===== src/rtl/stepdown_gate_seq.sv =====
// Non-overlap gate sequencer: turns the loop PWM request into high/low-side gate enables with dead time,
// min on/off, max on-time and blanked OCP. Optional diode emulation (DCM) under macro STEPDOWN_ZCD_EN.
module stepdown_gate_seq #(
    parameter int CNT_W    = 8,
    parameter int DEADTIME = 3,
    parameter int MIN_ON   = 4,
    parameter int MIN_OFF  = 2,
    parameter int MAX_ON   = 200,
    parameter int BLANK    = 2
) (
    input  logic       CELCLK,
    input  logic       CELRSTN,
    input  logic       CELV,
    input  logic       CELG,
    input  logic       SUB,
    input  logic       en,
    input  logic       pwm,
    input  logic       ocp,
`ifdef STEPDOWN_ZCD_EN
    input  logic       zcd,
`endif
    output logic       hs_on,
    output logic       ls_on,
    output logic       ocp_evt,
    output logic       maxon_evt,
    output logic [2:0] state_o
);

    typedef enum logic [2:0] {
        IDLE = 3'd0,
        DTH  = 3'd1,
        HS   = 3'd2,
        DTL  = 3'd3,
        LS   = 3'd4,
        DCM  = 3'd5
    } state_t;

    localparam logic [CNT_W-1:0] DT_LAST     = CNT_W'(DEADTIME - 1);
    localparam logic [CNT_W-1:0] MINON_LAST  = CNT_W'(MIN_ON - 1);
    localparam logic [CNT_W-1:0] MINOFF_LAST = CNT_W'(MIN_OFF - 1);
    localparam logic [CNT_W-1:0] MAXON_LAST  = CNT_W'(MAX_ON - 1);
    localparam logic [CNT_W-1:0] BLANK_C     = CNT_W'(BLANK);
    localparam logic [CNT_W-1:0] CNT_MAX     = '1;

    state_t           state_q, state_d;
    logic [CNT_W-1:0] cnt_q, cnt_d;
    logic             hs_q, ls_q;
    logic             ocp_evt_q, ocp_evt_d;
    logic             maxon_evt_q, maxon_evt_d;

    // Supply/substrate pins exist for netlist connectivity only.
    logic unused_supply;
    assign unused_supply = CELV ^ CELG ^ SUB;

    always_comb begin
        state_d     = state_q;
        ocp_evt_d   = 1'b0;
        maxon_evt_d = 1'b0;
        if (!en) begin
            state_d = IDLE;
        end else begin
            case (state_q)
                IDLE: if (pwm) state_d = DTH;
                DTH:  if (cnt_q >= DT_LAST) state_d = HS;
                HS: begin
                    // OCP after blanking wins over both MAX_ON and MIN_ON.
                    if (ocp && (cnt_q >= BLANK_C)) begin
                        state_d   = DTL;
                        ocp_evt_d = 1'b1;
                    end else if (cnt_q == MAXON_LAST) begin
                        state_d     = DTL;
                        maxon_evt_d = 1'b1;
                    end else if (!pwm && (cnt_q >= MINON_LAST)) begin
                        state_d = DTL;
                    end
                end
                DTL:  if (cnt_q >= DT_LAST) state_d = LS;
                LS: begin
                    if (pwm && (cnt_q >= MINOFF_LAST)) begin
                        state_d = DTH;
                    end
`ifdef STEPDOWN_ZCD_EN
                    else if (zcd && (cnt_q >= MINOFF_LAST)) begin
                        state_d = DCM;
                    end
`endif
                end
                DCM:  if (pwm) state_d = DTH;
                default: state_d = IDLE;
            endcase
        end
    end

    always_comb begin
        if (state_d != state_q) begin
            cnt_d = '0;
        end else if (cnt_q != CNT_MAX) begin
            cnt_d = cnt_q + 1'b1;
        end else begin
            cnt_d = cnt_q;
        end
    end

    // Gate enables are decoded from the next state so they change on the same edge as the state register.
    always_ff @(posedge CELCLK) begin
        if (!CELRSTN) begin
            state_q     <= IDLE;
            cnt_q       <= '0;
            hs_q        <= 1'b0;
            ls_q        <= 1'b0;
            ocp_evt_q   <= 1'b0;
            maxon_evt_q <= 1'b0;
        end else begin
            state_q     <= state_d;
            cnt_q       <= cnt_d;
            hs_q        <= (state_d == HS);
            ls_q        <= (state_d == LS);
            ocp_evt_q   <= ocp_evt_d;
            maxon_evt_q <= maxon_evt_d;
        end
    end

    assign hs_on     = hs_q;
    assign ls_on     = ls_q;
    assign ocp_evt   = ocp_evt_q;
    assign maxon_evt = maxon_evt_q;
    assign state_o   = state_q;

endmodule


===== config.mk =====
export PLATFORM = sky130hd
export DESIGN_NAME = stepdown_gate_seq
export DESIGN_NICKNAME = d
export VERILOG_FILES = /design/src/rtl/stepdown_gate_seq.sv
export SDC_FILE = /design/constraint.sdc
export NUM_CORES = 1
export LEC_CHECK = 0
export ABC_AREA = 0
export BUFFER_PORTS_ARGS = -buffer_cell sky130_fd_sc_hd__buf_2
export CAP_MARGIN = 20
export CORE_MARGIN = 1
export CORE_UTILIZATION = 36
export CTS_CLUSTER_DIAMETER = 150
export DETAILED_ROUTE_END_ITERATION = 6
export PLACE_DENSITY_LB_ADDON = 0.25
export SYNTH_ARGS = -nofsm -noshare
export SYNTH_HDL_FRONTEND = slang
export SYNTH_SLANG_ARGS = --single-unit

===== constraint.sdc =====
create_clock -name CELCLK -period 6 [get_ports CELCLK]
set_clock_uncertainty 0.15 [all_clocks]
set_input_delay 0.6 -clock CELCLK [delete_from_list [all_inputs] [get_ports CELCLK]]
set_output_delay 0.6 -clock CELCLK [all_outputs]
set_load 0.02 [all_outputs]

== After elaboration in Yosys (flattened, before gate mapping) ==
Cells that the tools add are included.

* Bitwise logic cells: 3
* Order comparisons: 3
* Equal/unequal tests: 10
* Reduce and logical (&&, ||, !) cells: 9
* Add/sub/neg operators: 1
* Muxes and demuxes: 11

{| class="wikitable"
|+ Operator list
! operator !! number
|-
| two-way mux 3 bit || 8
|-
| >= comparator 8 x 2 -> 1 bit, second input constant || 2
|-
| case mux 3 bit (5 select lines) || 1
|-
| == test 3 x 2 -> 1 bit, second input constant || 3
|-
| == test 3 bit, second input constant || 3
|-
| adder 8 x 1 -> 8 bit, second input constant || 1
|-
| == test 8 bit, second input constant || 1
|-
| >= comparator 8 x 1 -> 1 bit, second input constant || 1
|-
| inequality test 8 bit, second input constant || 1
|-
| OR reduction 2 bit || 2
|-
| OR reduction 4 bit || 1
|-
| == test 3 x 1 -> 1 bit, second input constant || 1
|-
| logical AND 1 bit || 3
|-
| logical NOT 3 bit || 1
|-
| inequality test 3 bit || 1
|-
| inverter 1 bit || 3
|-
| AND reduction 3 bit || 1
|-
| two-way mux 1 bit || 2
|-
| logical NOT 1 bit || 1
|}

* Register bits after elaboration: 15

== Longest topological paths before layout ==
Gate-level depths: netlist of the first run.

* Depth after elaboration: 9
* Gate-level depth with buffers: 8
* Depth with buffers taken out: 8

== Worst setup path before layout of the first run ==
Ideal clock, no wire load.

* Kind: in2reg
* Start: in pwm
* End: reg cnt_q[2]
* Path slack: 3.923 ns
* Path buffers: 0
* Stages on the path: 6
* Setup time: 0.128 ns
* Required time: 5.722 ns
* Arrival time: 1.800 ns
* Cell sequence: or3b_2 -> a21oi_1 -> a31oi_1 -> a31o_4 -> mux2i_4 -> nor3_2

* Cells in the longest elaborated chain, start to end: 9
* Elaborated cells between the ends (all ways): 12
* Classes of those cells: eq/ne: 1; mux: 7; reduce/logical: 4

{| class="wikitable"
|+ Ends and longest elaborated chain
! what !! RTL line !! text
|-
| start: declaration || 17 || <nowiki>input logic pwm,</nowiki>
|-
| logical NOT 1 bit || 73 || <nowiki>end else if (!pwm && (cnt_q >= MINON_LAST)) begin</nowiki>
|-
| logical AND 1 bit || 73 ||
|-
| two-way mux 3 bit || 73 ||
|-
| two-way mux 3 bit || 70 || <nowiki>end else if (cnt_q == MAXON_LAST) begin</nowiki>
|-
| two-way mux 3 bit || 67 || <nowiki>if (ocp && (cnt_q >= BLANK_C)) begin</nowiki>
|-
| case mux 3 bit (5 select lines) * || 62 || <nowiki>case (state_q)</nowiki>
|-
| two-way mux 3 bit * || 59 || <nowiki>if (!en) begin</nowiki>
|-
| inequality test 3 bit * || 95 || <nowiki>if (state_d != state_q) begin</nowiki>
|-
| OR reduction 2 bit (no source line) * || -- ||
|-
| end signal: assignment || 115 || <nowiki>cnt_q <= cnt_d;</nowiki>
|-
| end: declaration || 46 || <nowiki>logic [CNT_W-1:0] cnt_q, cnt_d;</nowiki>
|}

Mark *: on every way between the ends. The rest lies on a longest branch, timed or not.
A chain may end at the register's enable or synchronous reset.

== Worst setup path in the final report of the first run ==
* Start: reg cnt_q[1]
* End: reg cnt_q[3]

* Cells in the longest elaborated chain, start to end: 9
* Elaborated cells between the ends (all ways): 19
* Classes of those cells: add/sub: 1; order compare: 3; eq/ne: 3; mux: 8; reduce/logical: 4

{| class="wikitable"
|+ Ends and longest elaborated chain
! what !! RTL line
|-
| >= comparator 8 x 2 -> 1 bit || 73
|-
| logical AND 1 bit || 73
|-
| two-way mux 3 bit || 73
|-
| two-way mux 3 bit || 70
|-
| two-way mux 3 bit || 67
|-
| case mux 3 bit (5 select lines) || 62
|-
| two-way mux 3 bit || 59
|-
| inequality test 3 bit || 95
|-
| OR reduction 2 bit (no source line) || --
|}

Several ways; a longest one is shown, not always the timed one.

==> results of run 1 <==
cell usage after synthesis, types with 2 or more instances:
master,count
a21oi_1,5
a31oi_1,5
and3_2,2
clkbuf_1,2
dfxtp_1,15
ha_1,4
inv_1,4
nand2_1,8
nand2b_1,2
nand3_1,5
nand3b_1,2
nand4_1,2
nor2_1,14
nor3_1,3
nor3_2,3
o21ai_0,5
xnor2_1,2
per-layer routing:
layer  GRT usage, %  part of all wire [%]
met1           14.9                    43
met5              0                     0
met3           5.85                   6.3
met2           25.2                    50
met4           5.86                   1.3
report_power, final:
group          switching, mW  total [mW]  leakage [nW]  internal, mW
Clock                 0.0316      0.0574        0.0150        0.0258
Combinational         0.0172      0.0303         0.263        0.0131
Sequential           0.00314       0.105         0.121         0.102
Total                 0.0520       0.193         0.400         0.141
cell type report:
type,count,area share [%]
clock buffer,4,2.64
inverter,4,1.51
multi-input combinational,81,56.5
sequential,15,30.2
tap,28,3.53
timing repair buffer,11,5.54
how the worst max path moves through the flow:
stage,endpoint,start,cells past startpoint
2_1_floorplan,cnt_q[2]$_SDFFE_PP0P_,pwm,6
3_3_place_gp,cnt_q[4]$_SDFFE_PP0P_,cnt_q[1]$_SDFFE_PP0P_,7
3_5_place_dp,cnt_q[3]$_SDFFE_PP0P_,cnt_q[1]$_SDFFE_PP0P_,7
5_1_grt,cnt_q[3]$_SDFFE_PP0P_,cnt_q[1]$_SDFFE_PP0P_,7
4_1_cts,cnt_q[3]$_SDFFE_PP0P_,cnt_q[1]$_SDFFE_PP0P_,7
6_report,cnt_q[3]$_SDFFE_PP0P_,cnt_q[1]$_SDFFE_PP0P_,7
through the flow:
stage / hold slack [ns] / setup slack [ns] / instance area [sq um] / utilization (%) / total power, mW
after floorplan: 0.378 / 3.92 / 896 / - / 0.130
after global placement: 0.408 / 3.57 / 967 / 42.5 / 0.137
after detailed placement: 0.427 / 3.58 / 967 / 42.5 / 0.138
after CTS: 0.408 / 3.57 / 993 / 43.7 / 0.197
after global routing: 0.418 / 3.27 / 993 / 43.7 / 0.205
final: 0.420 / 3.60 / 993 / 43.7 / 0.193
kinds of logic (layout without fill, tap and decap cells):
family          count (synthesis)  count (layout)  share of synthesized area (%)
flops                          15              15                           33.5
compound gates                 17              17                           12.2
simple gates                   55              55                           37.7
mux                             3               3                           5.31
fa+ha+maj                       4               4                           5.59
buf+inv                         7              19                           3.77
xor+xnor                        2               2                           1.96
state kept, by name (all words and copies together), names as in the netlist:
name	count
state_o	3
ls_on	1
hs_on	1
maxon_evt	1
ocp_evt	1
cnt_q	8
worst max-delay path, cell delays in order, from the launching register on:
cell,delay (ns)
dfxtp_1,0.40
ha_1,0.32
nand4_1,0.20
nor4_1,0.28
o21ai_0,0.23
a31o_4,0.31
mux2i_4,0.31
nor2_1,0.09
==> flow_metrics.py, run 1 <==
metrics = {
    "clock_tree": {
        "cts_hold_buf": 0,
        "cts_tree": "yes",
        "cts_resized": 0,
        "htreeDepth": 1,
        "clock_latency_ns": 0.28,
        "cts_buffers": 3,
        "path_clk_slew_ns": 0.09,
        "cts_setup_buffers": 0,
        "cts_num_sinks": 15,
        "cts_root_buffer": "clkbuf_4",
        "clk_path_buf_depth": 2,
    },
    "setup_path": {
        "worstReg2RegStart": "cnt_q[1]$_SDFFE_PP0P_",
        "cp_max_fo": 8,
        "r2r_end": "cnt_q[3]$_SDFFE_PP0P_",
        "rrSetupSlack_ns": 3.60,
        "arrival_ns": 2.42,
        "worstPathRequired_ns": 6.02,
        "r2r_cells": 7,
        "endpoint_kind": "flip-flop",
        "start_kind": "flip-flop",
        "crit_type": "flip-flop to flip-flop",
    },
    "finish": {
        "final_cells": 143,
        "n_antenna_cell": 0,
        "layout_commonest_cell": "dfxtp_1",
        "nFillCells": 226,
        "nets": 128,
        "area_growth_pct": 10.9,
        "multi_input_area_sq_um": 562,
        "seq_area_sq_um": 300,
        "final_cell_mix": "dfxtp_1 (15), nor2_1 (14), buf_2 (11), nand2_1 (8)",
        "drive_gt1_share_pct": 24.3,
    },
    "yosys": {
        "synthArstFlopShare_pct": 0,
        "ys_seq_elements": 15,
        "synthTopCellsByArea": "dfxtp_1 (34%), nor2_1 (5.9%), ha_1 (5.6%)",
        "synth_cells": 103,
        "yosysSeqAreaShare_pct": 33.5,
        "ys_types": 37,
        "netlist_area_sq_um": 896,
        "yosysWarnings": 0,
        "ys.flop_type": "dfxtp_1",
        "syn_area_per_cell_sq_um": 8.70,
        "syn_nets": 115,
        "synth_edf_count": 0,
        "synth_area_leader_cell": "dfxtp_1",
        "synth_top_area_share_pct": 33.5,
    },
    "routing": {
        "drc": 0,
        "wl_per_cell_um": 11.6,
        "vias": 784,
        "drtPass1Iterations": 4,
        "first_iter_violations": 15,
        "final_antenna_net_count": 0,
        "viasPerCell": 5.48,
        "wirelength_um": 1660,
    },
    "floorplan": {
        "io_pins": 15,
        "rows": 17,
        "initial_core_util_pct": 39.4,
        "die_w_um": 51.9,
        "core-area_sq_um": 2280,
        "die_area_sq_um": 2690,
        "die-height_um": 51.9,
    },
    "status": {
        "status": "completed",
    },
    "placement": {
        "placed_cells": 139,
        "portBuffers": 11,
        "dp_hpwl_um": 1290,
        "gp_congestion": 0.786,
    },
    "pwr": {
        "power.density_nw_per_um2": 194,
        "p_leak_nw": 0.400,
        "irDropWorstVdd_uv": 115,
    },
    "worst_hold_path": {
        "min_from": "ocp",
        "whs_endpoint": "ocp_evt$_SDFF_PN0_",
        "hold_path_class": "input port to flip-flop",
        "holdPathStages": 3,
    },
    "grt": {
        "grt_pass1_vias": 702,
        "grt_pass1_wl_um": 2860,
        "track_usage_pct": 14.3,
        "grt-ovfl-total": 0,
        "grt_antenna_before_repair": 0,
        "grt_max_degree": 12,
    },
    "timing": {
        "drv_slew": 0,
        "fmax_mhz": 417,
        "fin_crit_ns": 2.40,
        "rsz0062_at_grt": "false",
        "relSlewSlack_pct": 72.1,
        "hold_violations": 0,
        "setup_violations": 0,
        "finalCritPeriodShare_pct": 40.0,
        "worst_pin_slew_ns": 0.418,
        "tns_ns": 0,
    },
    "job": {
        "cap_violations": 0,
    },
}
No activity file was read; power rests on OpenSTA's default activity.
==> inputs of run 2 (changes only) <==
--- a/config.mk
+++ b/config.mk
@@ -5,7 +5,7 @@
 export SDC_FILE = /design/constraint.sdc
 export NUM_CORES = 1
 export LEC_CHECK = 0
-export ABC_AREA = 0
+export ABC_AREA = 1
 export BUFFER_PORTS_ARGS = -buffer_cell sky130_fd_sc_hd__buf_2
 export CAP_MARGIN = 20
 export CORE_MARGIN = 1
==> constraint.sdc (replaced) <==
create_clock -name CELCLK -period 2.44 [get_ports CELCLK]
set_clock_uncertainty 0.15 [all_clocks]
set_input_delay 0.244 -clock CELCLK [delete_from_list [all_inputs] [get_ports CELCLK]]
set_output_delay 0.244 -clock CELCLK [all_outputs]
set_load 0.02 [all_outputs]
==> run 2 against run 1 <==
Synthesized cell count rose by 28%. Sequential power rose by 140%. Die area increased by 5.0%. Combinational power grew to 3.3 times the previous value. Worst setup slack lost 3.1 ns. Clock power grew to 2.6 times the previous value. First-iteration DRC count fell by 6.7%. Sequential share of layout area fell by 1.9 points. Wire length decreased by 0.30%. Flip-flop and latch count stayed put. Synthesized area increased by 5.2%. Critical path type unchanged.
==> flow_metrics.py, run 2 <==
metrics = {
    "floorplan": {
        "io_pins": 15,
        "die_w_um": 53.2,
        "die_area_sq_um": 2830,
        "initial_core_util_pct": 38.0,
        "die-height_um": 53.2,
        "core-area_sq_um": 2480,
        "rows": 18,
    },
    "clock_tree": {
        "cts_tree": "yes",
        "clk_path_buf_depth": 2,
        "htreeDepth": 1,
        "cts_resized": 0,
        "clock_latency_ns": 0.28,
        "cts_buffers": 3,
        "cts_hold_buf": 0,
        "path_clk_slew_ns": 0.09,
        "cts_num_sinks": 15,
        "cts_setup_buffers": 0,
        "cts_root_buffer": "clkbuf_4",
    },
    "setup_path": {
        "crit_buf_inv": 1,
        "cpLargestDelayFamily": "simple AND/OR/NAND/NOR gates",
        "cp_slowest_cell": "dfxtp_1",
        "start_kind": "flip-flop",
        "worstPathRequired_ns": 2.47,
        "slowest_delay_ns": 0.38,
        "critPathMostFrequentCell": "nand2_2",
        "crit_type": "flip-flop to flip-flop",
        "cp_max_fo": 8,
        "endpoint_kind": "flip-flop",
        "arrival_ns": 1.96,
        "cp_cell_sequence": "inv_1, ha_1, nor2_1, nand2_1, o21ai_2, nand3_1, nand2_1, nand2_2, nand2_2, nand2_2, nand3_4, nor2_2",
    },
    "yosys": {
        "yosysSeqAreaShare_pct": 31.9,
        "ys_seq_elements": 15,
        "synthArstFlopShare_pct": 0,
        "synth_area_leader_cell": "dfxtp_1",
        "netlist_area_sq_um": 942,
        "synth_edf_count": 0,
        "ys_top_cells_by_count": "nand2_1 (21), inv_1 (17), nor2_1 (16)",
        "yosysWarnings": 0,
        "synthTopCellsByArea": "dfxtp_1 (32%), nand2_1 (8.4%), inv_1 (6.8%)",
        "synth_cells": 132,
        "ys.flop_type": "dfxtp_1",
        "syn_nets": 144,
        "syn_area_per_cell_sq_um": 7.14,
        "ys_types": 23,
        "synth_top_area_share_pct": 31.9,
        "yosysMostFrequentCell": "nand2_1",
    },
    "timing": {
        "tns_ns": 0,
        "worst_pin_slew_ns": 0.428,
        "relSlewSlack_pct": 71.2,
        "hold_violations": 0,
        "fin_crit_ns": 1.93,
        "whs_ns": 0.0532,
        "drv_slew": 0,
        "rsz0062_at_grt": "false",
        "finalCritPeriodShare_pct": 79.1,
        "setup_violations": 0,
        "fmax_mhz": 518,
    },
    "finish": {
        "area_growth_pct": 12.6,
        "drive_gt1_share_pct": 31.3,
        "layout_commonest_cell": "nand2_1",
        "nets": 160,
        "largest_reg_flops": 8,
        "largest_register": "cnt_q",
        "n_antenna_cell": 0,
        "final_cell_mix": "nand2_1 (21), inv_1 (17), nor2_1 (16), dfxtp_1 (15), buf_2 (11)",
        "post-route-util_pct": 42.8,
    },
    "pwr": {
        "irDropWorstVdd_uv": 169,
        "total_power_mw": 0.504,
        "power.density_nw_per_um2": 475,
        "p_leak_nw": 0.508,
    },
    "grt": {
        "grt_antenna_before_repair": 0,
        "grt_max_degree": 9,
        "track_usage_pct": 14.1,
        "grt_pass1_wl_um": 2930,
        "grt-ovfl-total": 0,
        "grt_pass1_vias": 719,
    },
    "worst_hold_path": {
        "hold_path_class": "input port to flip-flop",
    },
    "routing": {
        "wl_per_cell_um": 9.32,
        "drc": 0,
        "wirelength_um": 1650,
        "final_antenna_net_count": 0,
        "viasPerCell": 4.45,
        "drtPass1Iterations": 4,
        "first_iter_violations": 14,
        "vias": 788,
    },
    "placement": {
        "dp_hpwl_um": 1310,
        "portBuffers": 11,
        "gp_congestion": 0.852,
    },
    "job": {
        "cap_violations": 0,
    },
    "status": {
        "status": "completed",
    },
}
run 2: path summary, 6_finish.rpt:
check | start | to | slack (ns) | cells after the start
worst max register to register | cnt_q[0]$_SDFFE_PP0P_ | cnt_q[1]$_SDFFE_PP0P_ | 0.51 | 12
worst min-delay path | ocp | ocp_evt$_SDFF_PN0_ | 0.05 | 3
worst max-delay path | cnt_q[0]$_SDFFE_PP0P_ | cnt_q[1]$_SDFFE_PP0P_ | 0.51 | 12
worst min register to register | cnt_q[2]$_SDFFE_PP0P_ | cnt_q[2]$_SDFFE_PP0P_ | 0.48 | 4
run 2: layout make-up:
cell class	count	area, sq um
flip-flops and latches	15	300
multi-input cells	95	559
inverters	22	82.6
fillers	276	1420
repair buffers	11	55.1
well taps	30	37.5
clock buffers	4	26.3
run 2: tightest hold or removal path, stage by stage:
cell and delay [ns]:
buf_2 0.11, o21ai_2 0.06, nor2_1 0.04
run 2: cell families after synthesis:
kind of cell,synth area share [%]
AND/OR/NAND/NOR,42.9
buffers and inverters,8.76
AO/OA/AOI/OAI,7.44
adder cells (fa/ha/maj),5.31
flip-flops,31.9
XOR/XNOR,3.72
run 2: stage by stage:
step / setup WS, ns / instances / cell area (sq um)
3_3_place_gp: 0.523 / 173 / 1030
6_report: 0.509 / 177 / 1060
5_1_grt: 0.272 / 177 / 1060
2_1_floorplan: 0.703 / 132 / 942
4_1_cts: 0.490 / 177 / 1060
3_5_place_dp: 0.503 / 173 / 1030
run 2: layer usage:
layer | track usage, % | share of wire (%) | vias to the layer above
met5 | 0 | 0 | -
met4 | 5.26 | 0.61 | 0
met3 | 2.59 | 2.7 | 2
met2 | 22.4 | 46 | 7
met1 | 18.7 | 50 | 340
li1 | - | - | 439
run 2: where the power goes:
part           switching, mW  internal, mW  total (mW)
clock network         0.0838        0.0634       0.147
registers            0.00617         0.251       0.257
logic                 0.0636        0.0356      0.0992
total                  0.154         0.350       0.504
==> inputs of run 3 (changes only) <==
==> constraint.sdc (replaced) <==
create_clock -name CELCLK -period 1.75 [get_ports CELCLK]
set_clock_uncertainty 0.15 [all_clocks]
set_input_delay 0.175 -clock CELCLK [delete_from_list [all_inputs] [get_ports CELCLK]]
set_output_delay 0.175 -clock CELCLK [all_outputs]
set_load 0.02 [all_outputs]
==> run 3 against run 2 <==
The run now ends with negative setup slack left. First-iteration DRC count unchanged. Worst setup slack got worse by 0.57 ns. Wire length rose by 21%. Clock-buffer cell count unchanged. Global-route usage increased by 2.2 points. Highest routed layer unchanged. Via count is 13% higher. Register-to-register slack lost 0.57 ns. Combinational power up 120%. Final cell count grew 12%. Clock power increased by 43%. Critical path type unchanged. Fmax up 6.5%. Die area did not move.
==> flow_metrics.py, run 3 (synthesized netlist as in run 2, its figures left out) <==
metrics = {
    "timing": {
        "finalCritPeriodShare_pct": 104,
        "worst_pin_slew_ns": 0.260,
        "drv_slew": 0,
        "rsz0062_at_grt": "true",
        "hold_violations": 0,
        "setup_violations": 8,
        "fmax_mhz": 551,
        "relSlewSlack_pct": 82.6,
        "fin_crit_ns": 1.81,
        "finalWorstSetupSlack_ns": -0.0636,
        "tns_ns": -0.337,
    },
    "setup_path": {
        "endpoint_kind": "flip-flop",
        "crit_buf_inv": 2,
        "critPathMostFrequentCell": "nand2_2",
        "crit_type": "flip-flop to flip-flop",
        "path_depth": 15,
        "start_kind": "flip-flop",
        "cp_cell_sequence": "inv_4, ha_4, inv_2, nand2_2, nor2_2, nand2_2, nand2_2, nand2_2, nand2_2, nand2_2, nand2_2, nand2_2, nor2_4, nand3_4, nor2_2",
        "cpLargestDelayFamily": "simple AND/OR/NAND/NOR gates",
        "slowest_delay_ns": 0.41,
        "arrival_ns": 1.90,
        "cp_max_fo": 8,
        "worstReg2RegStart": "cnt_q[1]$_SDFFE_PP0P_",
        "cp-startpoint": "cnt_q[1]$_SDFFE_PP0P_",
        "r2r_cells": 15,
        "worstPathRequired_ns": 1.83,
        "cp_slowest_cell": "dfxtp_4",
    },
    "grt": {
        "global_route.usage.met1_pct": 19.5,
        "met3_usage_pct": 6.03,
        "grt_max_degree": 9,
        "grt_antenna_before_repair": 0,
        "use_met2_pct": 26.4,
        "track_usage_pct": 16.2,
        "top_usage_layer": "met2",
        "grt_pass1_wl_um": 3280,
        "grt_pass1_vias": 801,
        "grt-ovfl-total": 0,
    },
    "finish": {
        "n_antenna_cell": 0,
        "nFillCells": 245,
        "drive_gt1_share_pct": 51.8,
        "final_cell_mix": "buf_4 (19), nand2_1 (17), inv_1 (14), nand2_2 (13), dfxtp_1 (13)",
        "layout_commonest_cell": "buf_4",
        "nets": 181,
        "stdcell_area_sq_um": 1330,
        "area_growth_pct": 40.9,
        "largest_register": "cnt_q",
        "largest_reg_flops": 8,
        "post-route-util_pct": 53.6,
    },
    "status": {
        "status": "finished with violations",
        "violations": "negative setup slack",
    },
    "placement": {
        "preCtsSetupSlack_ns": -0.122,
        "gp_congestion": 0.863,
        "dp_hpwl_um": 1430,
        "portBuffers": 11,
        "placed_area_sq_um": 1130,
    },
    "clock_tree": {
        "cts_tree": "yes",
        "path_clk_slew_ns": 0.10,
        "clock_latency_ns": 0.30,
        "cts_root_buffer": "clkbuf_4",
        "cts_buffers": 3,
        "htreeDepth": 1,
        "clk_path_buf_depth": 2,
        "cts_num_sinks": 15,
    },
    "routing": {
        "drc": 0,
        "wirelength_um": 2000,
        "first_iter_violations": 14,
        "wl_per_cell_um": 10.1,
        "final_antenna_net_count": 0,
        "viasPerCell": 4.52,
        "vias": 894,
        "drtPass1Iterations": 4,
    },
    "worst_hold_path": {
        "holdPathStages": 4,
        "hold_path_class": "input port to flip-flop",
        "min_from": "en",
    },
    "floorplan": {
        "rows": 18,
        "initial_core_util_pct": 38.0,
        "io_pins": 15,
        "die_area_sq_um": 2830,
        "die_w_um": 53.2,
        "die-height_um": 53.2,
        "core-area_sq_um": 2480,
    },
    "pwr": {
        "power.density_nw_per_um2": 600,
        "total_power_mw": 0.796,
        "irDropWorstVdd_uv": 425,
        "p_leak_nw": 0.615,
    },
    "job": {
        "cap_violations": 0,
    },
}
[run 3: cell count changes in the layout (fill, tap and decap cells not counted), sizes merged]
cell	before	now
buf	11	31
dlygate4sd3	0	1
[run 3: final cells by class]
| type | count | area [sq um] | area share [%] |
|---|---|---|---|
| Multi-Input combinational cell | 95 | 654 | 49.3 |
| Sequential cell | 15 | 305 | 23.0 |
| Timing Repair Buffer | 32 | 219 | 16.5 |
| Inverter | 22 | 85.1 | 6.41 |
| Tap cell | 30 | 37.5 | 2.83 |
| Clock buffer | 4 | 26.3 | 1.98 |
[run 3: worst min-delay path: stages]
cell and delay [ns]:
buf_2 0.13, nand2_2 0.09, buf_4 0.10, nor2_1 0.03
[run 3: stage by stage]
stage,hold WS [ns],instances
2_1_floorplan,0.157,132
4_1_cts,0.0429,196
3_3_place_gp,0.308,186
3_5_place_dp,0.316,186
5_1_grt,0.119,198
6_report,0.130,198
[run 3: metal layers]
metal,routed length [um],vias to the layer above
li1,-,483
met1,959,396
met2,971,13
met3,55,2
met4,16,0
met5,0,-
[run 3: what timing repair did]
action / in CTS / in global routing
endpoints found under the hold margin: 3 / 0
hold buffers: 1 / 0
gates resized for setup: 19 / 12
gates cloned: 0 / 0
buffers inserted: 5 / 2
setup endpoints to repair: 9 / 12
pin swaps: 13 / 13
[run 3: path summary, 6_finish.rpt]
kind	slack, ns	to
setup / recovery	-0.06	cnt_q[4]$_SDFFE_PP0P_
hold / removal	0.13	state_o[0]$_SDFF_PN0_
setup reg to reg	-0.06	cnt_q[4]$_SDFFE_PP0P_
hold reg to reg	0.47	cnt_q[7]$_SDFFE_PP0P_
[run 3: report_power, final]
part	switching (mW)	internal (mW)
clock	0.121	0.0888
sequential	0.0122	0.351
combinational	0.121	0.102
total	0.255	0.542
